--- config.mk ---
export PLATFORM = sky130hd
export DESIGN_NAME = mem_access_unit
export DESIGN_NICKNAME = d
export VERILOG_FILES = /design/src/rtl/mem_access_unit.sv
export SDC_FILE = /design/constraint.sdc
export NUM_CORES = 1
export LEC_CHECK = 0
export CORE_ASPECT_RATIO = 0.75
export CORE_MARGIN = 8
export CORE_UTILIZATION = 48
export DETAILED_ROUTE_END_ITERATION = 10
export PLACE_DENSITY = 0.86
export SETUP_SLACK_MARGIN = 0.02
export SLEW_MARGIN = 20
export SYNTH_ARGS = -nofsm -noshare
export SYNTH_HDL_FRONTEND = slang
export SYNTH_SLANG_ARGS = --single-unit
--- constraint.sdc ---
create_clock -name Clk -period 4.13 [get_ports Clk]
set_input_delay 1.0325 -clock Clk [delete_from_list [all_inputs] [get_ports Clk]]
set_output_delay 1.0325 -clock Clk [all_outputs]
set_load 0.01 [all_outputs]
--- src/rtl/mem_access_unit.sv ---
// -----------------------------------------------------------------------------
// mem_access_unit
//
// Initiator-side controller between the MEM pipeline stage and a word-wide
// DataMemory. Accepts one load/store at a time, drives the memory strobes,
// returns sign/zero-extended load data, performs sub-word stores (SH/SB) as a
// read-modify-write, and rejects misaligned accesses.
//
// Ports:
//   Clk           in   system clock, rising-edge active
//   Reset         in   synchronous, active-high reset
//   Req           in   request strobe, sampled only while Busy=0
//   Op[2:0]       in   000 LW, 001 LH, 010 LHU, 011 LB, 100 LBU,
//                      101 SW, 110 SH, 111 SB
//   Addr          in   byte address of the request
//   StoreData     in   store value (low 16/8 bits used for SH/SB)
//   Busy          out  high while a request is in progress
//   Done          out  one-cycle completion pulse
//   LoadData      out  extended load result, held until the next load
//   Misaligned    out  valid with Done; high means the access was rejected
//   MemAddress    out  word-aligned address to DataMemory
//   MemWriteData  out  write word to DataMemory
//   MemWrite      out  DataMemory write enable
//   MemRead       out  DataMemory read enable
//   MemReadData   in   DataMemory read word (combinational while MemRead=1)
// -----------------------------------------------------------------------------
module mem_access_unit #(
    parameter int ADDR_WIDTH = 32
) (
    input  logic                  Clk,
    input  logic                  Reset,
    input  logic                  Req,
    input  logic [2:0]            Op,
    input  logic [ADDR_WIDTH-1:0] Addr,
    input  logic [31:0]           StoreData,
    output logic                  Busy,
    output logic                  Done,
    output logic [31:0]           LoadData,
    output logic                  Misaligned,
    output logic [ADDR_WIDTH-1:0] MemAddress,
    output logic [31:0]           MemWriteData,
    output logic                  MemWrite,
    output logic                  MemRead,
    input  logic [31:0]           MemReadData
);

    typedef enum logic [2:0] {
        IDLE,
        LOAD,
        STORE,
        RMW_RD,
        RMW_WR
    } stateType;

    typedef enum logic [2:0] {
        OP_LW  = 3'b000,
        OP_LH  = 3'b001,
        OP_LHU = 3'b010,
        OP_LB  = 3'b011,
        OP_LBU = 3'b100,
        OP_SW  = 3'b101,
        OP_SH  = 3'b110,
        OP_SB  = 3'b111
    } opType;

    // -------------------------------------------------------------------------
    // Helper functions
    // -------------------------------------------------------------------------

    // Words need offset 0, halfwords need an even offset, bytes go anywhere.
    function automatic logic isMisaligned(input opType op, input logic [1:0] offset);
        logic result;
        case (op)
            OP_LW, OP_SW:         result = (offset != 2'b00);
            OP_LH, OP_LHU, OP_SH: result = offset[0];
            default:              result = 1'b0;
        endcase
        return result;
    endfunction

    // Select the addressed lane of a little-endian word and extend it.
    function automatic logic [31:0] extendLoad(input opType op,
                                               input logic [1:0] offset,
                                               input logic [31:0] word);
        logic [7:0]  byteLane;
        logic [15:0] halfLane;
        logic [31:0] result;
        case (offset)
            2'd0:    byteLane = word[7:0];
            2'd1:    byteLane = word[15:8];
            2'd2:    byteLane = word[23:16];
            default: byteLane = word[31:24];
        endcase
        halfLane = offset[1] ? word[31:16] : word[15:0];
        case (op)
            OP_LB:   result = {{24{byteLane[7]}}, byteLane};
            OP_LBU:  result = {24'h000000, byteLane};
            OP_LH:   result = {{16{halfLane[15]}}, halfLane};
            OP_LHU:  result = {16'h0000, halfLane};
            default: result = word;
        endcase
        return result;
    endfunction

    // Replace the addressed byte/halfword of the word read back from memory,
    // preserving every other lane.
    function automatic logic [31:0] mergeStore(input opType op,
                                               input logic [1:0] offset,
                                               input logic [31:0] word,
                                               input logic [31:0] data);
        logic [31:0] result;
        result = word;
        if (op == OP_SB) begin
            case (offset)
                2'd0:    result[7:0]   = data[7:0];
                2'd1:    result[15:8]  = data[7:0];
                2'd2:    result[23:16] = data[7:0];
                default: result[31:24] = data[7:0];
            endcase
        end else if (offset[1]) begin
            result[31:16] = data[15:0];
        end else begin
            result[15:0] = data[15:0];
        end
        return result;
    endfunction

    // -------------------------------------------------------------------------
    // State and latched request
    // -------------------------------------------------------------------------
    stateType    state;
    stateType    nextState;

    opType       opReg;
    logic [1:0]  offsetReg;
    logic [31:0] storeReg;

    opType       nextOp;
    logic [1:0]  nextOffset;
    logic [31:0] nextStore;

    logic                  nextDone;
    logic                  nextMisaligned;
    logic [31:0]           nextLoadData;
    logic [ADDR_WIDTH-1:0] nextMemAddress;
    logic [31:0]           nextMemWriteData;
    logic                  nextMemWrite;
    logic                  nextMemRead;

    // Decode of the incoming request; only meaningful in IDLE with Req=1.
    opType                 reqOp;
    logic                  reqMisaligned;
    logic [ADDR_WIDTH-1:0] reqWordAddr;

    assign reqOp         = opType'(Op);
    assign reqMisaligned = isMisaligned(reqOp, Addr[1:0]);
    assign reqWordAddr   = {Addr[ADDR_WIDTH-1:2], 2'b00};

    assign Busy = (state != IDLE);

    // -------------------------------------------------------------------------
    // State register and registered outputs
    // -------------------------------------------------------------------------
    always_ff @(posedge Clk) begin
        // NOTE: sequential state is assigned with non-blocking (<=) so every
        // register samples the pre-edge value of every other register.
        if (Reset) begin
            state        <= IDLE;
            opReg        <= OP_LW;
            offsetReg    <= 2'b00;
            storeReg     <= 32'h0;
            Done         <= 1'b0;
            Misaligned   <= 1'b0;
            LoadData     <= 32'h0;
            MemAddress   <= '0;
            MemWriteData <= 32'h0;
            MemWrite     <= 1'b0;
            MemRead      <= 1'b0;
        end else begin
            state        <= nextState;
            opReg        <= nextOp;
            offsetReg    <= nextOffset;
            storeReg     <= nextStore;
            Done         <= nextDone;
            Misaligned   <= nextMisaligned;
            LoadData     <= nextLoadData;
            MemAddress   <= nextMemAddress;
            MemWriteData <= nextMemWriteData;
            MemWrite     <= nextMemWrite;
            MemRead      <= nextMemRead;
        end
    end

    // -------------------------------------------------------------------------
    // Next-state and next-output logic
    // -------------------------------------------------------------------------
    always_comb begin
        // NOTE: every signal driven here gets a default before the case so no
        // path leaves it unassigned, which would infer a latch.
        nextState        = state;
        nextOp           = opReg;
        nextOffset       = offsetReg;
        nextStore        = storeReg;
        nextDone         = 1'b0;
        nextMisaligned   = 1'b0;
        nextLoadData     = LoadData;
        nextMemAddress   = MemAddress;
        nextMemWriteData = MemWriteData;
        nextMemWrite     = 1'b0;
        nextMemRead      = 1'b0;

        case (state)
            IDLE: begin
                if (Req) begin
                    nextOp         = reqOp;
                    nextOffset     = Addr[1:0];
                    nextStore      = StoreData;
                    nextMemAddress = reqWordAddr;
                    if (reqMisaligned) begin
                        // Rejected without touching memory; report next cycle.
                        nextDone       = 1'b1;
                        nextMisaligned = 1'b1;
                    end else begin
                        case (reqOp)
                            OP_SW: begin
                                nextState        = STORE;
                                nextMemWrite     = 1'b1;
                                nextMemWriteData = StoreData;
                            end
                            OP_SH, OP_SB: begin
                                // Sub-word store: fetch the word first.
                                nextState   = RMW_RD;
                                nextMemRead = 1'b1;
                            end
                            default: begin
                                nextState   = LOAD;
                                nextMemRead = 1'b1;
                            end
                        endcase
                    end
                end
            end

            LOAD: begin
                nextLoadData = extendLoad(opReg, offsetReg, MemReadData);
                nextDone     = 1'b1;
                nextState    = IDLE;
            end

            STORE: begin
                nextDone  = 1'b1;
                nextState = IDLE;
            end

            RMW_RD: begin
                nextMemWriteData = mergeStore(opReg, offsetReg, MemReadData, storeReg);
                nextMemWrite     = 1'b1;
                nextState        = RMW_WR;
            end

            RMW_WR: begin
                nextDone  = 1'b1;
                nextState = IDLE;
            end

            default: begin
                nextState = IDLE;
            end
        endcase
    end

endmodule

; ---- Word level (Yosys, flattened, before mapping)
; Cells that the tools add are included.
[classes]
n_eq_ne = 19
muxes = 27
bitwise_logic = 2
n_reduce_logical = 16
[op_table]
columns = operator, count
row1 = two-way mux 32 bit, 4
row2 = case mux 32 bit (4 select lines), 1
row3 = case mux 32 bit (2 select lines), 1
row4 = two-way mux 16 bit, 3
row5 = two-way mux 8 bit, 4
row6 = case mux 8 bit (3 select lines), 1
row7 = == test 3 bit (second input constant), 6
row8 = == test 3 x 2 -> 1 bit (second input constant), 5
row9 = == test 3 x 1 -> 1 bit (second input constant), 3
row10 = OR reduction 3 bit, 3
row11 = logical NOT 3 bit, 2
row12 = two-way mux 1 bit, 6
row13 = two-way mux 3 bit, 2
row14 = case mux 1 bit (2 select lines), 3
row15 = case mux 3 bit (2 select lines), 1
row16 = OR reduction 2 bit, 3
row17 = inequality test 2 bit (second input constant), 2
row18 = case mux 2 bit (2 select lines), 1
row19 = AND reduction 2 bit, 2
row20 = AND reduction 4 bit, 1
row21 = nonzero test 2 bit, 2
row22 = OR reduction 4 bit, 1
row23 = nonzero test 3 bit, 1
row24 = == test 2 x 1 -> 1 bit (second input constant), 1
row25 = 4 further kinds, 5
[totals]
regBits = 122
inputBits = 102
wordCells = 75

; ---- Logic depth before layout (Yosys ltp)
; Gate-level depths: netlist of run 1.
[depth]
ltp_word = 6
ltp_mapped = 7

; ---- Worst setup path before layout of run 1
; Ideal clock, no wire load.
[synth_timing]
path_type = input to register
startpoint = input MemReadData[31]
endpoint = register LoadData[13]
arrival_ns = 2.128
path_slack_ns = 1.869
path_stages = 4
cell_sequence = mux4_2 -> a2111o_1 -> a21oi_1 -> nor4_1
[synth_between]
elab_chain_cells = 2
[synth_rtl]
columns = element, line_no
row1 = from (decl), 44  ; input logic [31:0] MemReadData
row2 = case mux 8 bit (3 select lines), 88  ; case (offset)
row3 = case mux 32 bit (4 select lines), 95  ; case (op)
row4 = to (signal assigned), 186  ; LoadData <= nextLoadData;
row5 = to (decl), 38  ; output logic [31:0] LoadData,
; Every way passes these cells.
; A chain may end at the register's enable or synchronous reset.

; ---- Worst setup path in the final report of run 1
[layout_timing]
startpoint = input Op[1]
endpoint = register MemWriteData[0]
[layout_between]
elab_chain_cells = 5
[layout_rtl]
columns = element, line_no
row1 = from (decl), 33  ; input logic [2:0] Op,
row2 = == test 3 bit (tied with other cells), 73  ; case (op)
row3 = OR reduction 3 bit / OR reduction 2 bit (equally long branches), 73
row4 = case mux 1 bit (2 select lines), 73
row5 = inequality test 2 bit (no line), --
row6 = AND reduction 4 bit (no line) (*), --
row7 = to (signal assigned), 188  ; MemWriteData <= nextMemWriteData;
row8 = to (decl), 41  ; output logic [31:0] MemWriteData,
; Mark *: on every way between the ends. The rest lies on a longest branch, timed or not.

==> impl_metrics.py, run 1 <==
metrics = {
    "floorplanning": {
        "height_of_the_die_um": 109,
        "floorplan_die_area_um2": 15200,
        "ioPinCount": 203,
        "die_w_um": 140,
        "initial_utilization_pct": 48.4,
        "row_count": 34,
        "core_area_um2": 11400,
    },
    "synthesis": {
        "synth_sequential_area_ratio_pct": 44.2,
        "yosys.cell_types.count": 46,
        "netlist_area_pre_place_um2": 5520,
        "post_synth_main_area_contributors": "dfxtp_1 (44%), mux2i_1 (10%), nand2_1 (8.2%)",
        "total_of_warnings_raised_by_yosys": 0,
        "synth_top_cell_area_share_pct": 44.2,
        "ys_seq_elements": 122,
        "synth_ff_type": "dfxtp_1",
        "ys_async_sr_fraction_pct": 0,
        "syn_avg_cell_area_um2": 8.85,
        "synth_edf_count": 0,
        "synth_largest_area_cell": "dfxtp_1",
        "post_synth_inst_count": 624,
    },
    "worst_setup_path": {
        "category_of_the_most_critical_setup_path": "in2reg",
        "crit_path_cell_trace": "clkdlybuf4s50_1, and3b_1, nand3_2, mux2i_1, o22ai_1",
        "crit-reg2reg-capture": "LoadData[20]$_SDFFE_PP0P_",
        "critPathSlowestCell": "nand3_2",
        "worstSetupEndpointType": "flop",
        "path_max_fanout": 33,
        "worst-r2r-cell-count": 5,
        "worst_path_largest_cell_delay_ns": 0.87,
        "data_required_time_of_the_worst_path_ns": 4.39,
        "arrival_ns": 3.39,
        "rrSetupSlack_ns": 1.63,
        "cp_startpoint_kind": "input port",
        "critical_path.reg2reg.startpoint": "offsetReg[1]$_SDFFE_PP0P_",
    },
    "clock_tree": {
        "tritoncts.num_buffers": 17,
        "clock_tree.htree_level_count": 4,
        "cts.reportedPaths.clkPinSlew_ns": 0.06,
        "clock_sink_count": 122,
        "cts_tree": "done",
        "clk_root_buffer_cell": "clkbuf_16",
        "clk_latency_ns": 0.42,
        "clockBufferDepth": 2,
        "ctsHoldBuffers": 0,
        "cts_setup_buffers": 0,
        "cts_resized": 0,
    },
    "sta": {
        "slew_viol_final": 0,
        "finalSetupTns_ns": 0,
        "grt_setup_unrepaired": "false",
        "hold_viol": 0,
        "fmax_mhz": 320,
        "worst_slew_margin_rel_pct": 25.0,
        "finalCritPeriodShare_pct": 75.7,
        "holdWs_ns": 0.454,
        "setup-violations-final": 0,
        "tightest_slew_ns": 1.12,
        "skew_ns": 0.00840,
        "time_the_final_worst_path_needs_with_i_o_delays_and_setup_ns": 3.13,
    },
    "finish": {
        "layout-drive-gt1-share_pct": 8.28,
        "layout.nets": 898,
        "flow.area_growth_from_synthesis_pct": 46.5,
        "layout.filler_cells": 852,
        "antenna_cells": 0,
        "area.sequential_um2": 2440,
        "multi_input_area_um2": 2830,
    },
    "drt": {
        "drt-wirelength-per-cell_um": 20.6,
        "drt-pass1-iter-count": 4,
        "dr.first_iter.drc_count": 477,
        "drc_errors": 0,
        "detail-route-antenna-nets": 0,
        "dr_vias_cell": 5.84,
        "vias": 5563,
        "routed_wirelength_mm": 19.6,
    },
    "global_route": {
        "globalRouteOverflowTotal": 0,
        "first_pass_grt_wire_length_mm": 30.5,
        "grt_most_used_layer": "met2",
        "grtUsageMet1_pct": 28.9,
        "grt_antenna_before_repair": 0,
        "first_global_vias": 5630,
        "grt_usage_pct": 25.4,
        "grt_use_met2_pct": 42.2,
        "maximum_number_of_pins_on_one_net_before_global_route_repair": 52,
        "globalRouteMet3Util_pct": 11.4,
    },
    "worst_hold_path": {
        "worst_hold_start": "MemAddress[8]$_SDFFE_PP0P_",
        "hp-class": "reg2reg",
        "whs_path_depth": 2,
        "hold_end": "MemAddress[8]$_SDFFE_PP0P_",
    },
    "placement": {
        "port-buffer-count": 200,
        "detailed_place_hpwl_mm": 14.2,
        "finalWeightedCongestion": 0.898,
    },
    "power": {
        "leakage_nw": 3.17,
        "pwr_density_cell_nw_per_um2": 401,
        "peakVddDrop_v": 0.000280,
    },
    "status": {
        "outcome": "finished, final reports clean",
    },
    "job": {
        "maxCapViolations": 0,
    },
}
==> final cells by class <==
cell class,count,area share (%)
clock buffer,18,5.43
clock inverter,14,1.52
multi-input combinational,441,35.0
timing repair buffer,207,25.3
tap,144,2.23
sequential,122,30.2
inverter,7,0.325
==> cell families (layout without fill, tap and decap cells) <==
group                      after synthesis  in the layout  synth area share (%)
and+or+nand+nor                        202            202                  16.3
AOI/OAI and AO/OA                      163            163                  19.2
DFF                                    122            122                  44.2
muxes                                   72             72                  15.0
buffers and inverters                   62            246                  4.76
adders and majority gates                1              1                 0.181
other                                    1              2                0.0679
xor gates and xnor gates                 1              1                 0.159
==> synthesized netlist by cell type, types with 2 or more instances <==
library cell / n
o21a_1: 2
mux4_2: 8
nor3_1: 9
a221oi_1: 2
buf_2: 15
clkbuf_1: 34
o2bb2ai_1: 16
o22ai_1: 40
nand2b_1: 10
a22oi_1: 16
nor4_1: 7
and3_1: 2
a21oi_2: 3
buf_1: 3
mux2i_1: 56
nand2_1: 120
mux2_2: 8
inv_1: 6
and3b_1: 2
a211oi_1: 17
nor3b_1: 3
buf_4: 3
nor2_1: 37
dfxtp_1: 122
and2_1: 2
or2_2: 2
a21oi_1: 60
==> cells in the final DEF, fill, tap and decap left out, drive strengths merged, types with 9 or more instances in the layout <==
| cell type | netlist | final |
|---|---|---|
| a22oi | 16 | 16 |
| o2bb2ai | 16 | 16 |
| o22ai | 40 | 40 |
| clkbuf | 34 | 18 |
| nor3 | 9 | 9 |
| nor2 | 37 | 37 |
| dfxtp | 122 | 122 |
| a211oi | 18 | 18 |
| nand2 | 120 | 120 |
| mux2i | 56 | 56 |
| a21oi | 63 | 63 |
| clkdlybuf4s50 | 0 | 199 |
| inv | 6 | 9 |
| nand2b | 10 | 10 |
==> state kept, by name, indices dropped and copies added (netlist names) <==
signal / flops
Done: 1
LoadData: 32
MemAddress: 30
MemRead: 1
MemWrite: 1
MemWriteData: 32
Misaligned: 1
offsetReg: 2
opReg: 3
state: 3
storeReg: 16
==> power by group <==
part,switching (W),internal (W)
logic,0.000267,0.000276
registers,0.0000516,0.00124
clock network,0.000565,0.000843
total,0.000884,0.00236
==> how the worst max path moves through the flow <==
stage                                    end  slack [ns]  depth (start not counted)       startpoint
2_1_floorplan      LoadData[13]$_SDFFE_PP0P_        1.87                          4  MemReadData[31]
3_3_place_gp    MemWriteData[7]$_SDFFE_PP0P_        0.82                          5              Req
3_5_place_dp   MemWriteData[22]$_SDFFE_PP0P_        0.64                          5            Op[1]
4_1_cts         MemWriteData[0]$_SDFFE_PP0P_        1.05                          5            Op[1]
5_1_grt        MemWriteData[11]$_SDFFE_PP0P_        0.93                          5            Op[1]
6_report        MemWriteData[0]$_SDFFE_PP0P_        1.00                          5            Op[1]
==> worst max-delay path: cells and delay by family <==
family          cells  cell delay (ns)
compound gates      1             0.13
buf+inv             1             0.50
mux                 1             0.52
simple gates        2             1.19
==> per-layer routing <==
layer | up-vias | routed length [um]
met5 | - | 0
li1 | 2576 | -
met4 | 0 | 441
met2 | 287 | 9100
met1 | 2651 | 7800
met3 | 49 | 2270
==> through the flow <==
| stage | utilization, % | instances | setup slack (ns) | area, um^2 | power, W |
|---|---|---|---|---|---|
| 2_1_floorplan | - | 625 | 1.87 | 5520 | 0.00157 |
| 3_3_place_gp | 66.0 | 921 | 0.820 | 7530 | 0.00183 |
| 3_5_place_dp | 66.0 | 921 | 0.642 | 7530 | 0.00185 |
| 4_1_cts | 70.9 | 953 | 1.05 | 8090 | 0.00325 |
| 5_1_grt | 70.9 | 953 | 0.934 | 8090 | 0.00335 |
| 6_report | 70.9 | 953 | 1.00 | 8090 | 0.00324 |
Power figures use the tool's default switching activity.
==> run 2: changes to the inputs <==
--- a/config.mk
+++ b/config.mk
@@ -7,9 +7,9 @@
 export LEC_CHECK = 0
 export CORE_ASPECT_RATIO = 0.75
 export CORE_MARGIN = 8
-export CORE_UTILIZATION = 48
+export CORE_UTILIZATION = 45
 export DETAILED_ROUTE_END_ITERATION = 10
-export PLACE_DENSITY = 0.86
+export PLACE_DENSITY = 0.81
 export SETUP_SLACK_MARGIN = 0.02
 export SLEW_MARGIN = 20
 export SYNTH_ARGS = -nofsm -noshare
==> constraint.sdc (replaced) <==
create_clock -name Clk -period 3.09 [get_ports Clk]
set_input_delay 0.7725 -clock Clk [delete_from_list [all_inputs] [get_ports Clk]]
set_output_delay 0.7725 -clock Clk [all_outputs]
set_load 0.01 [all_outputs]
==> run 2 against run 1 <==
Effect of this change:
- first-iteration DRC count decreased by 1.0%
- combinational power up 34%
- sequential cell count did not move
- critical endpoint is now Busy
==> impl_metrics.py, run 2 (synthesized netlist as in run 1, its figures left out) <==
metrics = {
    "worst_hold_path": {
        "hp-class": "reg2reg",
    },
    "worst_setup_path": {
        "arrival_ns": 1.74,
        "worstSetupEndpointType": "primary output",
        "path_max_fanout": 6,
        "critPathSlowestCell": "clkdlybuf4s50_1",
        "cpLargestDelayFamily": "buffers and inverters",
        "worst_path_largest_cell_delay_ns": 0.51,
        "crit_path_cell_trace": "nor3_1, inv_1, clkdlybuf4s50_1",
        "critPathBufInv": 2,
        "data_required_time_of_the_worst_path_ns": 2.32,
        "cp_startpoint_kind": "flop",
        "category_of_the_most_critical_setup_path": "reg2out",
    },
    "clock_tree": {
        "clk_root_buffer_cell": "clkbuf_16",
        "clock_tree.htree_level_count": 4,
        "cts.reportedPaths.clkPinSlew_ns": 0.05,
        "cts_resized": 0,
        "clk_latency_ns": 0.41,
        "ctsHoldBuffers": 0,
        "tritoncts.num_buffers": 17,
        "cts_tree": "done",
        "clockBufferDepth": 2,
        "cts_setup_buffers": 0,
        "clock_sink_count": 122,
    },
    "drt": {
        "routed_wirelength_mm": 19.3,
        "dr.first_iter.drc_count": 472,
        "vias": 5549,
        "detail-route-antenna-nets": 0,
        "dr_vias_cell": 5.68,
        "drc_errors": 0,
        "drt-pass1-iter-count": 6,
        "drt-wirelength-per-cell_um": 19.8,
    },
    "power": {
        "leakage_nw": 3.21,
        "pwr_density_cell_nw_per_um2": 543,
        "peakVddDrop_v": 0.000440,
        "post_route_total_power_w": 0.00444,
    },
    "floorplanning": {
        "die_w_um": 144,
        "initial_utilization_pct": 45.5,
        "height_of_the_die_um": 112,
        "ioPinCount": 203,
        "row_count": 35,
        "floorplan_die_area_um2": 16100,
        "core_area_um2": 12100,
    },
    "sta": {
        "skew_ns": 0.0101,
        "worst_slew_margin_rel_pct": 41.3,
        "grt_setup_unrepaired": "false",
        "setup-violations-final": 0,
        "finalCritPeriodShare_pct": 81.2,
        "fmax_mhz": 399,
        "time_the_final_worst_path_needs_with_i_o_delays_and_setup_ns": 2.51,
        "tightest_slew_ns": 0.880,
        "slew_viol_final": 0,
        "hold_viol": 0,
        "finalSetupTns_ns": 0,
        "holdWs_ns": 0.452,
    },
    "finish": {
        "final_design_area_no_fill_um2": 8180,
        "flow.area_growth_from_synthesis_pct": 48.1,
        "mostFrequentLayoutCell": "clkdlybuf4s50_1",
        "final_cell_count_no_fill": 977,
        "biggestRegsByFlops": "LoadData (32), MemWriteData (32), MemAddress (30)",
        "antenna_cells": 0,
        "layout-drive-gt1-share_pct": 8.01,
        "layout.nets": 901,
        "mostFrequentLayoutCells": "clkdlybuf4s50_1 (199), dfxtp_1 (122), nand2_1 (119)",
    },
    "global_route": {
        "globalRouteOverflowTotal": 0,
        "maximum_number_of_pins_on_one_net_before_global_route_repair": 52,
        "first_global_vias": 5656,
        "grt_antenna_before_repair": 0,
        "first_pass_grt_wire_length_mm": 29.9,
        "grt_usage_pct": 23.5,
    },
    "placement": {
        "finalWeightedCongestion": 0.902,
        "postPlaceCellArea_um2": 7590,
        "detailed_place_hpwl_mm": 14.2,
        "port-buffer-count": 200,
        "place.detailed.instances": 946,
    },
    "status": {
        "outcome": "finished, final reports clean",
    },
    "job": {
        "maxCapViolations": 0,
    },
}
[run 2: changes by cell type in the layout (fill, tap and decap cells not counted)]
cell	change
clkinvlp_4	-5
clkbuf_1	+4
bufinv_16	+2
buf_12	+1
buf_4	+2
inv_6	-3
clkbuf_8	+1
[run 2: path summary, 6_finish.rpt]
| kind | start | endpoint | slack (ns) | depth (start not counted) |
|---|---|---|---|---|
| worst max-delay path | state[2]$_SDFFE_PP0P_ | Busy | 0.58 | 3 |
| worst min-delay path | MemAddress[15]$_SDFFE_PP0P_ | MemAddress[15]$_SDFFE_PP0P_ | 0.45 | 2 |
| worst max register to register | opReg[1]$_SDFFE_PP0P_ | MemWriteData[23]$_SDFFE_PP0P_ | 0.76 | 4 |
| worst min register to register | MemAddress[15]$_SDFFE_PP0P_ | MemAddress[15]$_SDFFE_PP0P_ | 0.45 | 2 |
[run 2: tightest hold or removal path: cells and delay by family, from the launching register on]
kind	cells	cell delay [ns]
flip-flops	1	0.30
AND/OR/NAND/NOR	1	0.05
AO/OA/AOI/OAI	1	0.05
[run 2: cell type report]
type,instances,area (um^2)
clock inverter,8,119
fill,939,3960
multi-input combinational,441,2830
tap,166,208
timing repair buffer,210,2080
clock buffer,23,468
sequential,122,2440
inverter,7,26.3
[run 2: report_power, final]
group | internal (W) | switching [W]
logic | 0.000372 | 0.000355
clock network | 0.00130 | 0.000683
registers | 0.00166 | 0.0000701
total | 0.00333 | 0.00111
[run 2: routing by layer]
metal  vias up  global-route usage, %  routed length (um)
li1       2579                      -                   -
met1      2624                   27.5                7490
met2       309                   37.7                8970
met3        37                   9.23                2420
met4         0                   9.78                 456
met5         -                      0                   0
[run 2: through the flow]
| stage | setup slack, ns | util, % |
|---|---|---|
| 6_report | 0.581 | 67.4 |
| 5_1_grt | 0.445 | 67.4 |
| 3_3_place_gp | 0.460 | 62.6 |
| 2_1_floorplan | 1.09 | - |
| 3_5_place_dp | 0.346 | 62.6 |
| 4_1_cts | 0.579 | 67.4 |
==> run 3: changes to the inputs <==
--- a/config.mk
+++ b/config.mk
@@ -7,9 +7,9 @@
 export LEC_CHECK = 0
 export CORE_ASPECT_RATIO = 0.75
 export CORE_MARGIN = 8
-export CORE_UTILIZATION = 45
+export CORE_UTILIZATION = 40
 export DETAILED_ROUTE_END_ITERATION = 10
-export PLACE_DENSITY = 0.81
+export PLACE_DENSITY = 0.76
 export SETUP_SLACK_MARGIN = 0.02
 export SLEW_MARGIN = 20
 export SYNTH_ARGS = -nofsm -noshare
==> constraint.sdc (replaced) <==
create_clock -name Clk -period 2.2 [get_ports Clk]
set_input_delay 0.55 -clock Clk [delete_from_list [all_inputs] [get_ports Clk]]
set_output_delay 0.55 -clock Clk [all_outputs]
set_load 0.01 [all_outputs]
==> run 3 against run 2 <==
Effect of this change:
- sequential power increased by 39%
- worst hold slack improved by 0.0023 ns
- routed wire length increased by 4.4%
- non-clock buffer count increased by 34
- clock power increased by 53%
- cell count increased by 4.5%
- critical endpoint is now LoadData[9]$_SDFFE_PP0P_
==> impl_metrics.py, run 3 (synthesized netlist as in run 1, its figures left out) <==
metrics = {
    "drt": {
        "detail-route-antenna-nets": 0,
        "drt-wirelength-per-cell_um": 19.8,
        "routed_wirelength_mm": 20.2,
        "vias": 5619,
        "dr.first_iter.drc_count": 329,
        "drc_errors": 0,
        "dr_vias_cell": 5.50,
        "drt-pass1-iter-count": 5,
    },
    "sta": {
        "worst_slew_margin_rel_pct": 60.6,
        "time_the_final_worst_path_needs_with_i_o_delays_and_setup_ns": 1.99,
        "slew_viol_final": 0,
        "tightest_slew_ns": 0.590,
        "finalCritPeriodShare_pct": 90.5,
        "skew_ns": 0.00591,
        "hold_viol": 0,
        "grt_setup_unrepaired": "false",
        "setup-violations-final": 0,
        "fmax_mhz": 502,
    },
    "clock_tree": {
        "cts_tree": "done",
        "ctsHoldBuffers": 0,
        "clk_latency_ns": 0.41,
        "cts.reportedPaths.clkPinSlew_ns": 0.05,
        "tritoncts.num_buffers": 17,
        "clk_root_buffer_cell": "clkbuf_16",
        "clockBufferDepth": 2,
        "clock_tree.htree_level_count": 4,
        "clock_sink_count": 122,
    },
    "placement": {
        "place.detailed.instances": 988,
        "finalWeightedCongestion": 0.947,
        "detailed_place_hpwl_mm": 15.3,
        "postPlaceCellArea_um2": 7870,
        "port-buffer-count": 200,
    },
    "job": {
        "maxCapViolations": 0,
    },
    "global_route": {
        "maximum_number_of_pins_on_one_net_before_global_route_repair": 34,
        "first_pass_grt_wire_length_mm": 31.9,
        "grt_antenna_before_repair": 0,
        "first_global_vias": 5886,
        "grt_usage_pct": 22.6,
        "globalRouteOverflowTotal": 0,
    },
    "worst_hold_path": {
        "hp-class": "reg2reg",
    },
    "power": {
        "clockPowerShare_pct": 46.3,
        "peakVddDrop_v": 0.000601,
        "comb_power_share_pct": 16.7,
        "total_switching_power_w": 0.00162,
        "pwr_density_cell_nw_per_um2": 765,
        "leakage_nw": 3.41,
        "power.share.switching_pct": 24.8,
        "power_report.internal_total_w": 0.00490,
        "power.sequential.fraction_pct": 37.0,
    },
    "floorplanning": {
        "die_w_um": 152,
        "row_count": 37,
        "ioPinCount": 203,
        "core_area_um2": 13600,
        "initial_utilization_pct": 40.6,
        "floorplan_die_area_um2": 17900,
        "height_of_the_die_um": 118,
    },
    "worst_setup_path": {
        "data_required_time_of_the_worst_path_ns": 2.47,
        "worstSetupEndpointType": "flop",
        "arrival_ns": 2.26,
        "cp_startpoint_kind": "input port",
        "category_of_the_most_critical_setup_path": "in2reg",
        "path_max_fanout": 7,
    },
    "finish": {
        "final_design_area_no_fill_um2": 8530,
        "flow.area_growth_from_synthesis_pct": 54.4,
        "biggestRegsByFlops": "LoadData (32), MemWriteData (32), MemAddress (30)",
        "layout.nets": 935,
        "mostFrequentLayoutCells": "clkdlybuf4s50_1 (198), dfxtp_1 (119), nand2_1 (119)",
        "mostFrequentLayoutCell": "clkdlybuf4s50_1",
        "final_cell_count_no_fill": 1021,
        "layout-drive-gt1-share_pct": 12.4,
        "antenna_cells": 0,
    },
    "status": {
        "outcome": "finished, final reports clean",
    },
}
[run 3: worst max-delay path: stages]
cell and delay [ns]:
clkdlybuf4s50_1 0.47, mux4_2 0.51, a2111o_1 0.50, a21oi_1 0.17, nor4_1 0.06
[run 3: layout make-up]
cell class	count	area, um^2
flip-flops and latches	122	2450
fillers	1154	5080
inverters	7	26.3
multi-input cells	441	2830
clock inverters	12	198
repair buffers	244	2370
well taps	175	219
clock buffers	20	437
[run 3: stage by stage]
| step | total power [W] | util (%) | hold WS, ns | setup slack [ns] | setup TNS, ns |
|---|---|---|---|---|---|
| 6_report | 0.00652 | 62.6 | 0.454 | 0.209 | 0 |
| 5_1_grt | 0.00678 | 62.6 | 0.470 | 0.148 | 0 |
| 4_1_cts | 0.00656 | 62.6 | 0.457 | 0.0475 | 0 |
| 3_5_place_dp | 0.00354 | 57.8 | 0.449 | -0.183 | -2.73 |
| 3_3_place_gp | 0.00351 | 57.8 | 0.442 | -0.171 | -2.34 |
| 2_1_floorplan | 0.00294 | - | 0.436 | 0.421 | 0 |
[run 3: worst paths after layout]
path / startpoint / to / slack, ns / cells after the start
hold reg to reg: MemAddress[17]$_SDFFE_PP0P_ / MemAddress[17]$_SDFFE_PP0P_ / 0.45 / 2
hold / removal: MemAddress[17]$_SDFFE_PP0P_ / MemAddress[17]$_SDFFE_PP0P_ / 0.45 / 2
setup reg to reg: offsetReg[1]$_SDFFE_PP0P_ / LoadData[0]$_SDFFE_PP0P_ / 0.29 / 5
setup / recovery: MemReadData[7] / LoadData[9]$_SDFFE_PP0P_ / 0.21 / 5
[run 3: power groups by stage]
stage	registers, W	logic, W	clock network [W]
floorplan	0.00248	0.000466	0
finish	0.00241	0.00109	0.00302
global placement	0.00245	0.00106	0
global route	0.00243	0.00118	0.00317
CTS	0.00241	0.00109	0.00306
detailed placement	0.00246	0.00108	0
[run 3: metal layers]
metal  up-vias  share of wire [%]  global-route usage, %  wire, um
li1       2656                  -                      -         -
met1      2629                 41                   28.6      8360
met2       295                 44                   33.4      8870
met3        39                 12                   9.49      2410
met4         0                2.7                   8.43       543
met5         -                  0                      0         0
[run 3: what timing repair did]
item	in CTS	in global routing
resized for setup	4	1
buffers inserted	1	0
setup endpoints to repair	1	1
pin swaps	1	0
